File: src/rtl/axis_keep_packer.sv
// AXI-Stream byte packer: drops null byte lanes and re-packs the surviving bytes
// into full beats through a 2N-byte shift buffer.
module axis_keep_packer #(
   parameter int TDATA_WIDTH = 32,
   parameter int TKEEP_WIDTH = TDATA_WIDTH / 8
) (
   input  logic                   aclk,
   input  logic                   aresetn,
   input  logic [TDATA_WIDTH-1:0] s_axis_tdata,
   input  logic [TKEEP_WIDTH-1:0] s_axis_tkeep,
   input  logic                   s_axis_tlast,
   input  logic                   s_axis_tvalid,
   output logic                   s_axis_tready,
   output logic [TDATA_WIDTH-1:0] m_axis_tdata,
   output logic [TKEEP_WIDTH-1:0] m_axis_tkeep,
   output logic                   m_axis_tlast,
   output logic                   m_axis_tvalid,
   input  logic                   m_axis_tready
);
   localparam int N  = TKEEP_WIDTH;
   localparam int B  = 2 * N;
   localparam int CW = $clog2(B + 1);
   localparam int AW = $clog2(B);
   localparam int PW = $clog2(N);
   localparam logic [CW-1:0] N_C = CW'(N);

   logic [7:0]    r_buf [B];
   logic [CW-1:0] r_cnt;
   logic          r_last;

   logic [7:0]    w_pack [N];
   logic [7:0]    w_buf_next [B];
   logic [CW-1:0] w_in_n;
   logic [CW-1:0] w_out_n;
   logic [CW-1:0] w_shift;
   logic [CW-1:0] w_base;
   logic          w_accept;
   logic          w_fire;

   assign s_axis_tready = !r_last && (r_cnt <= N_C);
   assign m_axis_tvalid = (r_cnt >= N_C) || r_last;
   assign m_axis_tlast  = r_last && (r_cnt <= N_C);
   assign w_accept      = s_axis_tvalid && s_axis_tready;
   assign w_fire        = m_axis_tvalid && m_axis_tready;
   assign w_out_n       = (r_cnt >= N_C) ? N_C : r_cnt;
   assign w_shift       = w_fire ? w_out_n : '0;
   assign w_base        = r_cnt - w_shift;

   // Lanes beyond the fill level read as zero, so tkeep also yields min(cnt,N).
   for (genvar gi = 0; gi < N; gi++) begin : g_out
      assign m_axis_tkeep[gi]        = (CW'(gi) < r_cnt);
      assign m_axis_tdata[8*gi +: 8] = (CW'(gi) < r_cnt) ? r_buf[gi] : 8'h00;
   end

   // Compact the kept input lanes into ascending positions 0..in_n-1.
   always_comb begin
      int idx;
      idx = 0;
      for (int k = 0; k < N; k++) begin
         w_pack[k] = 8'h00;
      end
      for (int i = 0; i < N; i++) begin
         if (s_axis_tkeep[i]) begin
            w_pack[PW'(idx)] = s_axis_tdata[8*i +: 8];
            idx = idx + 1;
         end
      end
      w_in_n = CW'(idx);
   end

   // Shift out the fired bytes and append the compacted input after what remains.
   always_comb begin
      logic [CW-1:0] v_off;
      for (int j = 0; j < B; j++) begin
         w_buf_next[j] = 8'h00;
         v_off         = CW'(j) - w_base;
         if (CW'(j) < w_base) begin
            w_buf_next[j] = r_buf[AW'(CW'(j) + w_shift)];
         end else if (w_accept && (v_off < w_in_n)) begin
            w_buf_next[j] = w_pack[PW'(v_off)];
         end
      end
   end

   always_ff @(posedge aclk) begin
      if (!aresetn) begin
         r_cnt  <= '0;
         r_last <= 1'b0;
         for (int k = 0; k < B; k++) begin
            r_buf[k] <= 8'h00;
         end
      end else begin
         r_cnt <= w_base + (w_accept ? w_in_n : '0);
         for (int k = 0; k < B; k++) begin
            r_buf[k] <= w_buf_next[k];
         end
         if (w_fire && m_axis_tlast) begin
            r_last <= 1'b0;
         end else if (w_accept && s_axis_tlast) begin
            r_last <= 1'b1;
         end
      end
   end
endmodule

File: config.mk
export PLATFORM = sky130hd
export DESIGN_NAME = axis_keep_packer
export DESIGN_NICKNAME = d
export VERILOG_FILES = /design/src/rtl/axis_keep_packer.sv
export SDC_FILE = /design/constraint.sdc
export NUM_CORES = 1
export LEC_CHECK = 0
export CORE_UTILIZATION = 50
export DETAILED_ROUTE_END_ITERATION = 10
export PLACE_DENSITY = 0.75
export REMOVE_ABC_BUFFERS = 1
export SETUP_SLACK_MARGIN = 0.02
export SLEW_MARGIN = 15
export SYNTH_ARGS = -nofsm -noshare
export SYNTH_HDL_FRONTEND = slang
export SYNTH_SLANG_ARGS = --single-unit
export TNS_END_PERCENT = 5
File: constraint.sdc
create_clock -name aclk -period 11.4 [get_ports aclk]
set_input_delay 2.85 -clock aclk [delete_from_list [all_inputs] [get_ports aclk]]
set_output_delay 2.85 -clock aclk [all_outputs]
set_load 0.01 [all_outputs]
==> flow_summary.json <==
{
  "outcome": "completed",
  "detail-route-antenna-nets": 0,
  "fin_tns_setup_ns": 0,
  "die_h_um": 133,
  "port_buffers": 79,
  "synth_cell_type_count": 93,
  "die-area_um2": 17600,
  "rows": 47,
  "cts_sinks": 69,
  "drtIter0Drc": 1168,
  "cap_violations": 0,
  "mostFrequentLayoutCells": "nand2_1 (149), clkdlybuf4s50_1 (79), nor2_1 (70), dfxtp_1 (69), a21oi_1 (67)",
  "clk_latency_ns": 0.34,
  "final_max_slew_viol_count": 0,
  "hold_path_end": "r_buf[7][0]",
  "worst_ep_arrival_time_ns": 8.72,
  "fin_nets": 1241,
  "antenna_found_initial": 0,
  "gp_congestion": 0.968,
  "final_util_pct": 57.8,
  "routed-via-count": 9775,
  "dieWidth_um": 133,
  "cts_buffers": 9,
  "crit_type": "in -> reg",
  "cts_htree_levels": 3,
  "peakVddDrop_v": 0.000133,
  "pin_count": 80,
  "grt_max_degree": 80,
  "hold_start": "r_buf[7][0]",
  "worst_r2r_endpoint": "r_buf[0][4]",
  "wl_per_cell_um": 23.3,
  "tightest_slew_ns": 1.28,
  "drt-pass1-iter-count": 6,
  "finalPower_w": 0.00250,
  "routed_wirelength_mm": 32.3,
  "final_common_cell": "nand2_1",
  "period_share_pct": 74.2,
  "cts_setup_buffers": 0,
  "r2r_start": "r_cnt[3]",
  "core_um2": 16600,
  "setup_violations": 0,
  "hp-class": "reg -> reg",
  "root_buffer": "clkbuf_16",
  "syn_area_um2": 8520,
  "worstRegToRegCells": 16,
  "tritoncts": "done",
  "initial_core_util_pct": 51.2,
  "hold_viol": 0,
  "max_clock_freq_ghz": 0.118,
  "drive_above_1_share_pct": 8.51,
  "synth_seq_cells": 69,
  "grt_first_pass_wirelength_mm": 50.4,
  "drc_errors": 0,
  "synthFlopType": "dfxtp_1",
  "hpwl_mm": 22.6,
  "fin_crit_ns": 8.46,
  "cts_resized": 0,
  "p_leak_nw": 3.46,
  "p_per_area_nw_per_um2": 260,
  "holdBufCountCts": 0,
  "areaGrowthSynthToFinish_pct": 12.9,
  "grt_pass1_vias": 8909,
  "reg2reg_slack_ns": 5.59,
  "antenna_cells": 0,
  "skew_ns": 0.00767,
  "nFillCells": 1577,
  "worstPathMaxFanout": 22,
  "syn_inst": 1136,
  "slew_headroom_pct": 14.3,
  "gr-total-overflow": 0,
  "rsz0062_at_grt": "false",
  "min_path_cells": 1,
  "clockBufferDepth": 2,
  "ys_async_sr_fraction_pct": 0,
  "start_kind": "input pin",
  "synth_edf_count": 0,
  "vias_per_cell": 7.06,
  "worstPathRequired_ns": 11.66,
  "path_clk_slew_ns": 0.05,
  "critPathCaptureType": "flop",
  "grt_usage_pct": 36.8,
  "synth_warnings": 0,
  "avgSynthCellArea_um2": 7.50,
  "ys_seq_area_share_pct": 16.2
}
==> worst max-delay path: stages <==
cell and delay [ns]:
clkdlybuf4s50_1 0.80, nand4bb_2 0.27, nor2_4 0.61, ha_1 0.29
and3b_1 0.19, o21ai_1 0.24, nand2_1 0.17, inv_2 0.37
ha_1 0.87, nand2_1 0.53, or2_2 0.45, nor4b_1 0.33
nor2_1 0.25, or2_2 0.35, a31oi_1 0.13
==> sequential cells by signal, summed over array words and instances (netlist names) <==
name	count
r_cnt	4
r_last	1
r_buf	64
==> through the flow <==
step	hold slack, ns	instances	setup WS [ns]	cell area [µm²]
after global placement	0.542	1369	3.03	9320
after CTS	0.569	1384	3.11	9620
after detailed placement	0.551	1369	2.82	9320
after global routing	0.609	1384	2.75	9630
final	0.581	1384	2.94	9630
after floorplan	0.489	1052	3.50	8110
==> cell usage after synthesis, types with 30 or more instances <==
cell      instances  area share [%]
a21oi_1          67             3.9
a31oi_1          31             2.3
nor3_1           30             1.8
inv_1            30             1.3
nand3_1          63             3.7
dfxtp_1          69              16
ha_1             38             5.6
clkbuf_1         51             2.2
o21ai_0          41             2.4
mux2i_1          63             7.4
nand2_1         149             6.6
nor2_1           70             3.1
==> cell type report <==
cell class              count  area [µm²]  share of cell area (%)
inverters                  35         139                    1.44
clock inverters             4        73.8                   0.767
clock buffers              11         233                    2.42
well taps                 220         275                    2.86
repair buffers             97         926                    9.62
multi-input cells         948        6600                    68.5
flip-flops and latches     69        1380                    14.4
==> logic make-up after synthesis <==
logic type	count (synthesis)	synth area share, %
AND/OR/NAND/NOR	466	27.5
AO/OA/AOI/OAI	329	27.5
buffers and inverters	126	6.84
multiplexers	84	12.8
flip-flops	69	16.2
adder cells (fa/ha/maj)	41	6.16
XOR/XNOR	20	2.92
other	1	0.0440
==> per-layer routing <==
| layer | wire length (µm) | track usage [%] |
|---|---|---|
| met5 | 60 | 2.50 |
| met4 | 1840 | 19.7 |
| met3 | 4250 | 8.93 |
| met2 | 13700 | 55.7 |
| met1 | 12500 | 48.0 |
==> how the worst max path moves through the flow <==
stage             startpoint           to  depth (start not counted)
6_report       m_axis_tready  r_buf[0][4]                         15
5_1_grt        m_axis_tready  r_buf[0][6]                         15
4_1_cts        m_axis_tready  r_buf[0][4]                         15
3_5_place_dp   m_axis_tready  r_buf[0][4]                         15
3_3_place_gp   m_axis_tready  r_buf[0][1]                         15
2_1_floorplan  m_axis_tready  r_buf[4][7]                         14
==> power breakdown <==
part | internal [W] | leakage [nW] | switching [W]
logic | 0.000617 | 2.75 | 0.00115
registers | 0.000314 | 0.562 | 0.000116
clock network | 0.000191 | 0.150 | 0.000113
total | 0.00112 | 3.46 | 0.00138
No activity file was read; power rests on OpenSTA's default activity.
